==> src/rtl/ode_pkg.sv <==
// Shared definitions for the ODE solver blocks: memory map, Q7.8 limits, FSM states.
package ode_pkg;

    localparam int unsigned N_ADDR      = 0;
    localparam int unsigned HTEMP_ADDR  = 4;
    localparam int unsigned XPROC_BASE  = 6;
    localparam int unsigned XINIT_BASE  = 56;
    localparam int unsigned A_BASE      = 156;
    localparam int unsigned U_BASE      = 2656;

    localparam int unsigned       FRAC_BITS = 8;
    localparam logic signed [15:0] Q_MAX    = 16'sh7FFF;
    localparam logic signed [15:0] Q_MIN    = 16'sh8000;

    localparam int unsigned MAX_N = 50;

    typedef enum logic [3:0] {
        S_IDLE,
        S_LD_H,
        S_ROW,
        S_RD_AX,
        S_MAC,
        S_RD_U,
        S_UPD,
        S_UPD_H,
        S_WR,
        S_DONE
    } state_e;

endpackage

==> src/rtl/euler_update_if.sv <==
// Step-controller handshake plus shared-RAM ports of the Euler update engine.
interface euler_update_if #(
    parameter int unsigned ADDRESS_WIDTH = 13,
    parameter int unsigned DATA_WIDTH    = 64
);
    logic                     Euler_Enable;
    logic                     Euler_End;
    logic                     Euler_Error;
    logic                     Euler_Memory_WR_Enable;
    logic [ADDRESS_WIDTH-1:0] RAM_Address_RD_A;
    logic [ADDRESS_WIDTH-1:0] RAM_Address_RD_B;
    logic [ADDRESS_WIDTH-1:0] RAM_Address_WR;
    logic [DATA_WIDTH-1:0]    RAM_Data_RD_A;
    logic [DATA_WIDTH-1:0]    RAM_Data_RD_B;
    logic [DATA_WIDTH-1:0]    RAM_Data_WR;

    // Engine side
    modport master (
        input  Euler_Enable, RAM_Data_RD_A, RAM_Data_RD_B,
        output Euler_End, Euler_Error, Euler_Memory_WR_Enable,
               RAM_Address_RD_A, RAM_Address_RD_B, RAM_Address_WR, RAM_Data_WR
    );

    // Step controller / RAM side
    modport slave (
        output Euler_Enable, RAM_Data_RD_A, RAM_Data_RD_B,
        input  Euler_End, Euler_Error, Euler_Memory_WR_Enable,
               RAM_Address_RD_A, RAM_Address_RD_B, RAM_Address_WR, RAM_Data_WR
    );
endinterface

==> src/rtl/euler_fx_mac.sv <==
// Saturating Q7.8 multiply and add, each reporting its own overflow.
module euler_fx_mac
    import ode_pkg::*;
(
    input  logic signed [15:0] mul_a_i,
    input  logic signed [15:0] mul_b_i,
    input  logic signed [15:0] add_a_i,
    input  logic signed [15:0] add_b_i,
    output logic signed [15:0] prod_o,
    output logic               mul_ovf_o,
    output logic signed [15:0] sum_o,
    output logic               add_ovf_o
);

    logic signed [31:0] prod_full;
    logic signed [31:0] prod_shift;
    logic signed [16:0] sum_full;

    // Full product rescaled to Q7.8, clamped to the 16-bit range
    always_comb begin
        prod_full  = 32'(mul_a_i) * 32'(mul_b_i);
        prod_shift = prod_full >>> FRAC_BITS;
        prod_o     = prod_shift[15:0];
        mul_ovf_o  = 1'b0;
        if (prod_shift > 32'sd32767) begin
            prod_o    = Q_MAX;
            mul_ovf_o = 1'b1;
        end else if (prod_shift < -32'sd32768) begin
            prod_o    = Q_MIN;
            mul_ovf_o = 1'b1;
        end
    end

    // 17-bit sum; overflow when the two top bits disagree, clamp by true sign
    always_comb begin
        sum_full  = $signed({add_a_i[15], add_a_i}) + $signed({add_b_i[15], add_b_i});
        sum_o     = sum_full[15:0];
        add_ovf_o = sum_full[16] ^ sum_full[15];
        if (add_ovf_o) begin
            sum_o = sum_full[16] ? Q_MIN : Q_MAX;
        end
    end

endmodule

==> src/rtl/euler_update.sv <==
// Forward-Euler update: X_process[i] = X_init[i] + h*(A[i]*X_init + U[i]) in Q7.8.
module euler_update
    import ode_pkg::*;
#(
    parameter int unsigned ADDRESS_WIDTH = 13,
    parameter int unsigned DATA_WIDTH    = 64
) (
    input logic            CLK,
    input logic            RST,
    euler_update_if.master bus
);

    state_e                    state_q;
    logic [15:0]               n_q;
    logic signed [15:0]        h_q;
    logic [15:0]               i_q;
    logic [15:0]               j_q;
    logic signed [15:0]        acc_q;
    logic [ADDRESS_WIDTH-1:0]  a_ptr_q;
    logic [ADDRESS_WIDTH-1:0]  row_base_q;
    logic [ADDRESS_WIDTH-1:0]  rd_a_q;
    logic [ADDRESS_WIDTH-1:0]  rd_b_q;
    logic [ADDRESS_WIDTH-1:0]  wr_addr_q;
    logic [DATA_WIDTH-1:0]     wr_data_q;
    logic                      wr_en_q;
    logic                      end_q;
    logic                      err_q;

    logic signed [15:0] rd_a_w;
    logic signed [15:0] rd_b_w;
    logic signed [15:0] mul_a;
    logic signed [15:0] mul_b;
    logic signed [15:0] add_a;
    logic signed [15:0] add_b;
    logic signed [15:0] prod_w;
    logic signed [15:0] sum_w;
    logic               mul_ovf;
    logic               add_ovf;
    logic               sat_hit;
    logic               unused_hi;

    assign rd_a_w    = $signed(bus.RAM_Data_RD_A[15:0]);
    assign rd_b_w    = $signed(bus.RAM_Data_RD_B[15:0]);
    assign unused_hi = ^{bus.RAM_Data_RD_A[DATA_WIDTH-1:16], bus.RAM_Data_RD_B[DATA_WIDTH-1:16]};

    // Multiplier operands: A*x while accumulating, h*acc during the scaling step
    always_comb begin
        mul_a = rd_a_w;
        mul_b = rd_b_w;
        if (state_q == S_UPD_H) begin
            mul_a = h_q;
            mul_b = acc_q;
        end
    end

    // Adder operands: acc+product, then acc+U, then x_i+scaled term
    always_comb begin
        add_a = acc_q;
        add_b = prod_w;
        if (state_q == S_UPD) begin
            add_b = rd_a_w;
        end else if (state_q == S_UPD_H) begin
            add_a = rd_b_w;
        end
    end

    // The multiplier is idle while folding in U, so its flag is ignored then
    assign sat_hit = (state_q == S_UPD) ? add_ovf : (mul_ovf | add_ovf);

    euler_fx_mac u_mac (
        .mul_a_i   (mul_a),
        .mul_b_i   (mul_b),
        .add_a_i   (add_a),
        .add_b_i   (add_b),
        .prod_o    (prod_w),
        .mul_ovf_o (mul_ovf),
        .sum_o     (sum_w),
        .add_ovf_o (add_ovf)
    );

    // Control FSM with registered RAM addresses, write port and status flags
    always_ff @(posedge CLK or negedge RST) begin
        if (!RST) begin
            state_q    <= S_IDLE;
            n_q        <= '0;
            h_q        <= '0;
            i_q        <= '0;
            j_q        <= '0;
            acc_q      <= '0;
            a_ptr_q    <= '0;
            row_base_q <= '0;
            rd_a_q     <= '0;
            rd_b_q     <= '0;
            wr_addr_q  <= '0;
            wr_data_q  <= '0;
            wr_en_q    <= 1'b0;
            end_q      <= 1'b0;
            err_q      <= 1'b0;
        end else begin
            wr_en_q <= 1'b0;
            if (!bus.Euler_Enable && state_q != S_IDLE && state_q != S_DONE) begin
                state_q <= S_IDLE;
            end else begin
                case (state_q)
                    S_IDLE: begin
                        if (bus.Euler_Enable && !end_q) begin
                            err_q   <= 1'b0;
                            rd_a_q  <= ADDRESS_WIDTH'(N_ADDR);
                            rd_b_q  <= ADDRESS_WIDTH'(HTEMP_ADDR);
                            state_q <= S_LD_H;
                        end
                    end
                    S_LD_H: begin
                        n_q        <= bus.RAM_Data_RD_A[15:0];
                        h_q        <= rd_b_w;
                        i_q        <= '0;
                        row_base_q <= '0;
                        if (bus.RAM_Data_RD_A[15:0] == 16'd0) begin
                            state_q <= S_DONE;
                        end else if (bus.RAM_Data_RD_A[15:0] > 16'(MAX_N)) begin
                            err_q   <= 1'b1;
                            state_q <= S_DONE;
                        end else begin
                            state_q <= S_ROW;
                        end
                    end
                    S_ROW: begin
                        acc_q   <= '0;
                        j_q     <= '0;
                        a_ptr_q <= ADDRESS_WIDTH'(A_BASE) + row_base_q;
                        state_q <= S_RD_AX;
                    end
                    S_RD_AX: begin
                        rd_a_q  <= a_ptr_q;
                        rd_b_q  <= ADDRESS_WIDTH'(XINIT_BASE) + ADDRESS_WIDTH'(j_q);
                        state_q <= S_MAC;
                    end
                    S_MAC: begin
                        acc_q   <= sum_w;
                        err_q   <= err_q | sat_hit;
                        j_q     <= j_q + 16'd1;
                        a_ptr_q <= a_ptr_q + ADDRESS_WIDTH'(1);
                        state_q <= (j_q + 16'd1 == n_q) ? S_RD_U : S_RD_AX;
                    end
                    S_RD_U: begin
                        rd_a_q  <= ADDRESS_WIDTH'(U_BASE) + ADDRESS_WIDTH'(i_q);
                        rd_b_q  <= ADDRESS_WIDTH'(XINIT_BASE) + ADDRESS_WIDTH'(i_q);
                        state_q <= S_UPD;
                    end
                    S_UPD: begin
                        acc_q   <= sum_w;
                        err_q   <= err_q | sat_hit;
                        state_q <= S_UPD_H;
                    end
                    S_UPD_H: begin
                        wr_addr_q <= ADDRESS_WIDTH'(XPROC_BASE) + ADDRESS_WIDTH'(i_q);
                        wr_data_q <= {{(DATA_WIDTH-16){sum_w[15]}}, sum_w};
                        wr_en_q   <= 1'b1;
                        err_q     <= err_q | sat_hit;
                        state_q   <= S_WR;
                    end
                    S_WR: begin
                        i_q        <= i_q + 16'd1;
                        row_base_q <= row_base_q + ADDRESS_WIDTH'(n_q);
                        state_q    <= (i_q + 16'd1 == n_q) ? S_DONE : S_ROW;
                    end
                    S_DONE: begin
                        if (bus.Euler_Enable) begin
                            end_q <= 1'b1;
                        end else begin
                            end_q   <= 1'b0;
                            state_q <= S_IDLE;
                        end
                    end
                    default: state_q <= S_IDLE;
                endcase
            end
        end
    end

    assign bus.RAM_Address_RD_A       = rd_a_q;
    assign bus.RAM_Address_RD_B       = rd_b_q;
    assign bus.RAM_Address_WR         = wr_addr_q;
    assign bus.RAM_Data_WR            = wr_data_q;
    assign bus.Euler_Memory_WR_Enable = wr_en_q;
    assign bus.Euler_End              = end_q;
    assign bus.Euler_Error            = err_q;

endmodule

==> src/flat_wrapper.sv <==
// flat-port wrapper written by rule: the top's interface ports become plain ports
module euler_update_flat import ode_pkg::*;
#(
    parameter int unsigned ADDRESS_WIDTH = 13,
    parameter int unsigned DATA_WIDTH    = 64
)
  (CLK, RST, bus_Euler_Enable, bus_RAM_Data_RD_A, bus_RAM_Data_RD_B, bus_Euler_End, bus_Euler_Error, bus_Euler_Memory_WR_Enable, bus_RAM_Address_RD_A, bus_RAM_Address_RD_B, bus_RAM_Address_WR, bus_RAM_Data_WR);
  euler_update_if #(.ADDRESS_WIDTH(ADDRESS_WIDTH), .DATA_WIDTH(DATA_WIDTH)) bus_i ();
  input logic CLK;
  input logic RST;
  input wire logic [$bits(bus_i.Euler_Enable)-1:0] bus_Euler_Enable;
  input wire logic [$bits(bus_i.RAM_Data_RD_A)-1:0] bus_RAM_Data_RD_A;
  input wire logic [$bits(bus_i.RAM_Data_RD_B)-1:0] bus_RAM_Data_RD_B;
  output wire logic [$bits(bus_i.Euler_End)-1:0] bus_Euler_End;
  output wire logic [$bits(bus_i.Euler_Error)-1:0] bus_Euler_Error;
  output wire logic [$bits(bus_i.Euler_Memory_WR_Enable)-1:0] bus_Euler_Memory_WR_Enable;
  output wire logic [$bits(bus_i.RAM_Address_RD_A)-1:0] bus_RAM_Address_RD_A;
  output wire logic [$bits(bus_i.RAM_Address_RD_B)-1:0] bus_RAM_Address_RD_B;
  output wire logic [$bits(bus_i.RAM_Address_WR)-1:0] bus_RAM_Address_WR;
  output wire logic [$bits(bus_i.RAM_Data_WR)-1:0] bus_RAM_Data_WR;
  assign bus_i.Euler_Enable = bus_Euler_Enable;
  assign bus_i.RAM_Data_RD_A = bus_RAM_Data_RD_A;
  assign bus_i.RAM_Data_RD_B = bus_RAM_Data_RD_B;
  assign bus_Euler_End = bus_i.Euler_End;
  assign bus_Euler_Error = bus_i.Euler_Error;
  assign bus_Euler_Memory_WR_Enable = bus_i.Euler_Memory_WR_Enable;
  assign bus_RAM_Address_RD_A = bus_i.RAM_Address_RD_A;
  assign bus_RAM_Address_RD_B = bus_i.RAM_Address_RD_B;
  assign bus_RAM_Address_WR = bus_i.RAM_Address_WR;
  assign bus_RAM_Data_WR = bus_i.RAM_Data_WR;
  euler_update #(.ADDRESS_WIDTH(ADDRESS_WIDTH), .DATA_WIDTH(DATA_WIDTH)) u_core (.CLK(CLK), .RST(RST), .bus(bus_i));
endmodule
==> config.mk <==
export PLATFORM = sky130hd
export DESIGN_NAME = euler_update_flat
export DESIGN_NICKNAME = d
export VERILOG_FILES = /design/src/rtl/ode_pkg.sv /design/src/rtl/euler_update_if.sv /design/src/rtl/euler_fx_mac.sv /design/src/rtl/euler_update.sv /design/src/flat_wrapper.sv
export SDC_FILE = /design/constraint.sdc
export NUM_CORES = 1
export LEC_CHECK = 0
export CAP_MARGIN = 20
export CORE_MARGIN = 2
export CORE_UTILIZATION = 24
export CTS_CLUSTER_DIAMETER = 80
export CTS_CLUSTER_SIZE = 28
export DETAILED_ROUTE_END_ITERATION = 10
export GPL_ROUTABILITY_DRIVEN = 0
export PLACE_DENSITY_LB_ADDON = 0.08
export SYNTH_ARGS = -nofsm -noshare
export SYNTH_HDL_FRONTEND = slang
export SYNTH_SLANG_ARGS = --single-unit
==> constraint.sdc <==
create_clock -name CLK -period 14.6 [get_ports CLK]
set_input_delay 1.46 -clock CLK [delete_from_list [all_inputs] [get_ports CLK]]
set_output_delay 1.46 -clock CLK [all_outputs]
set_load 0.01 [all_outputs]
==> results.sh <==
export IMPL_numCtsBuffers=17
export IMPL_wirelength_mm=75.4
export IMPL_crit_arrival_ns=13.88
export IMPL_whs_path_depth=2
export IMPL_ys_flop_type="dfrtp_1"
export IMPL_grt_pass1_vias=17300
export IMPL_relSlewSlack_pct=34.1
export IMPL_setup_viol=0
export IMPL_crit_family="adder cells"
export IMPL_die_area_um2=90000
export IMPL_clkSlewWorstSetupHoldPaths_ns=0.07
export IMPL_r2r_cells=40
export IMPL_drc=0
export IMPL_h_tree_depth=4
export IMPL_grt_max_degree=102
export IMPL_post_place_ws_ns=0.529
export IMPL_finalCritPeriodShare_pct=92.6
export IMPL_area_delta_synth_final_pct=15.2
export IMPL_worst_slew_pin_slew_ns=0.960
export IMPL_syn_inst=2493
export IMPL_drive_above_1_share_pct=5.88
export IMPL_clock_latency_ns=0.46
export IMPL_hold_class="reg -> reg"
export IMPL_async_flop_share_pct=100
export IMPL_gr_total_overflow=0
export IMPL_critPathMaxStageDelay_ns=0.90
export IMPL_gr_usage_all_layers_pct=17.0
export IMPL_max_freq_mhz=74.0
export IMPL_criticalPathCategory="in -> reg"
export IMPL_syn_area_um2=21000
export IMPL_ys_warn_count=0
export IMPL_path_depth=39
export IMPL_rsz0062_at_grt="false"
export IMPL_fin_nets=3065
export IMPL_netlist_cell_type_count=72
export IMPL_multi_input_area_um2=14700
export IMPL_core_um2=86800
export IMPL_required_ns=14.96
export IMPL_cap_violations=0
export IMPL_finalCoreUtilization_pct=27.9
export IMPL_grt_pass1_wl_mm=114
export IMPL_port_buffers=140
export IMPL_postSynthAreaPerCell_um2=8.43
export IMPL_skew_ns=0.0102
export IMPL_layout_setup_ws_ns=1.08
export IMPL_num_rows=108
export IMPL_wl_per_cell_um=20.3
export IMPL_crit_fanout=15
export IMPL_critPathLaunchType="input port"
export IMPL_fp_dieW_um=300
export IMPL_synth_seq_cells=168
export IMPL_route_vias_total=17100
export IMPL_layout_common_cells="nand2_1, inv_1, fa_1"
export IMPL_fill_cells=9415
export IMPL_post_cts_setup_buffers=0
export IMPL_path_buf_inv=6
export IMPL_cts_resized=0
export IMPL_outcome="completed"
export IMPL_cp_common_cell="fa_1"
export IMPL_vias_per_cell=4.58
export IMPL_first_iter_violations=1001
export IMPL_finalSetupTns_ns=0
export IMPL_dieHeight_um=300
export IMPL_clockBufferDepth=2
export IMPL_final_hold_viol_count=0
export IMPL_final_common_cell="nand2_1"
export IMPL_ant_nets=0
export IMPL_period_minus_slack_ns=13.52
export IMPL_seq_area_um2=4200
export IMPL_dpl_hpwl_mm=61.5
export IMPL_synth_fp_nets=3005
export IMPL_cp_end_kind="flip-flop"
export IMPL_grt_antenna_before_repair=3
export IMPL_root_buffer="clkbuf_16"
export IMPL_ctsHoldBuffers=0
export IMPL_cts_tree="yes"
export IMPL_first_pass_iters=5
export IMPL_synth_edf_count=0
export IMPL_r2r_slack_ns=1.24
export IMPL_seq_area_frac_synth_pct=20.0
export IMPL_critPathSlowestCell="fa_1"
export IMPL_clock_sinks=168
export IMPL_slew_violations=0
export IMPL_pin_count=237
export IMPL_start_util_pct=24.2
[worst register-to-register path: cells and delay by family, from the launching register on]
family | cells | cell delay (ns)
and+or+nand+nor | 7 | 2.45
adders and majority gates | 9 | 4.26
xor gates and xnor gates | 1 | 0.11
AOI/OAI and AO/OA | 16 | 4.08
buffers and inverters | 6 | 0.99
DFF | 1 | 0.71
muxes | 1 | 0.68
[flip-flops by register name (all words and copies together), names as in the netlist]
signal	cells
u_core.acc_q	16
u_core.bus.Euler_End	1
u_core.a_ptr_q	13
u_core.bus.Euler_Error	1
u_core.bus.RAM_Address_RD_A	13
u_core.row_base_q	13
u_core.j_q	16
u_core.bus.RAM_Address_WR	13
u_core.state_q	4
u_core.bus.RAM_Data_WR	16
u_core.h_q	16
u_core.n_q	16
u_core.i_q	16
u_core.bus.Euler_Memory_WR_Enable	1
u_core.bus.RAM_Address_RD_B	13
[cells by family (layout without fill, tap and decap cells)]
logic type | after synthesis | count (layout) | share of synthesized area, %
and+or+nand+nor | 801 | 801 | 16.3
xor gates and xnor gates | 139 | 139 | 5.79
AOI/OAI and AO/OA | 418 | 418 | 12.1
other | 0 | 1 | 0
DFF | 168 | 168 | 20.0
adders and majority gates | 381 | 381 | 32.1
buffers and inverters | 514 | 587 | 10.1
muxes | 72 | 72 | 3.62
[worst paths after layout]
kind / start / endpoint
max: bus_RAM_Data_RD_A[15] / u_core.acc_q[8]
min reg2reg: u_core.bus.RAM_Address_WR[0] / u_core.bus.RAM_Address_WR[0]
max reg2reg: u_core.state_q[1] / u_core.acc_q[8]
min: u_core.bus.RAM_Address_WR[0] / u_core.bus.RAM_Address_WR[0]
max in group asynchronous: RST / u_core.h_q[4]
min in group asynchronous: RST / u_core.bus.RAM_Address_RD_B[10]
[per-stage QoR]
step	instance area (µm²)	hold WS, ns	instances
floorplan	21000	0.471	2493
global placement	23600	0.466	3688
detailed placement	23600	0.465	3688
CTS	24200	0.482	3720
global route	24200	0.496	3721
finish	24200	0.472	3722
[metal layers]
layer	share of wire (%)	wire length [µm]	global-route usage, %
met1	49	37100	24.8
met5	0	0	0
met2	46	34400	27.2
met3	3.7	2760	1.47
met4	1.5	1120	3.43
[final cells by class]
| type | count | area share [%] |
|---|---|---|
| multi-input combinational | 1811 | 60.8 |
| sequential | 168 | 17.4 |
| timing repair buffer | 198 | 7.68 |
| tap | 1155 | 5.97 |
| inverter | 357 | 5.53 |
| clock buffer | 19 | 1.83 |
| clock inverter | 13 | 0.796 |
| antenna | 1 | 0.0103 |
[synthesized netlist by cell type, drive strengths merged, types with 4 or more instances]
cell	instances	area share (%)
o21ai	152	3.6
mux2	32	1.7
a21oi	110	2.6
a21o	21	0.75
a41oi	4	0.17
o21bai	8	0.29
or2	10	0.30
xnor2	88	3.7
o22ai	10	0.30
mux2i	40	1.9
nor2b	10	0.33
nor2	213	3.8
fa	263	25
or3	5	0.15
o31ai	20	0.71
nor3	20	0.48
and2	9	0.27
a31oi	14	0.45
and3	23	0.68
o21a	13	0.46
nand2	406	7.2
nand3	52	1.2
clkbuf	96	1.7
a221o	10	0.48
o211ai	5	0.20
nand4	11	0.33
xor2	51	2.1
inv	357	6.4
nand2b	16	0.48
ha	118	7.0
nor3b	4	0.14
buf	61	2.0
a22oi	16	0.57
nor4	8	0.24
dfrtp	168	20
nand3b	4	0.14
a21boi	4	0.14
a211oi	4	0.17
Power is not shown: default switching activity piles up to over one toggle a cycle in this logic, so the estimate is an artifact.
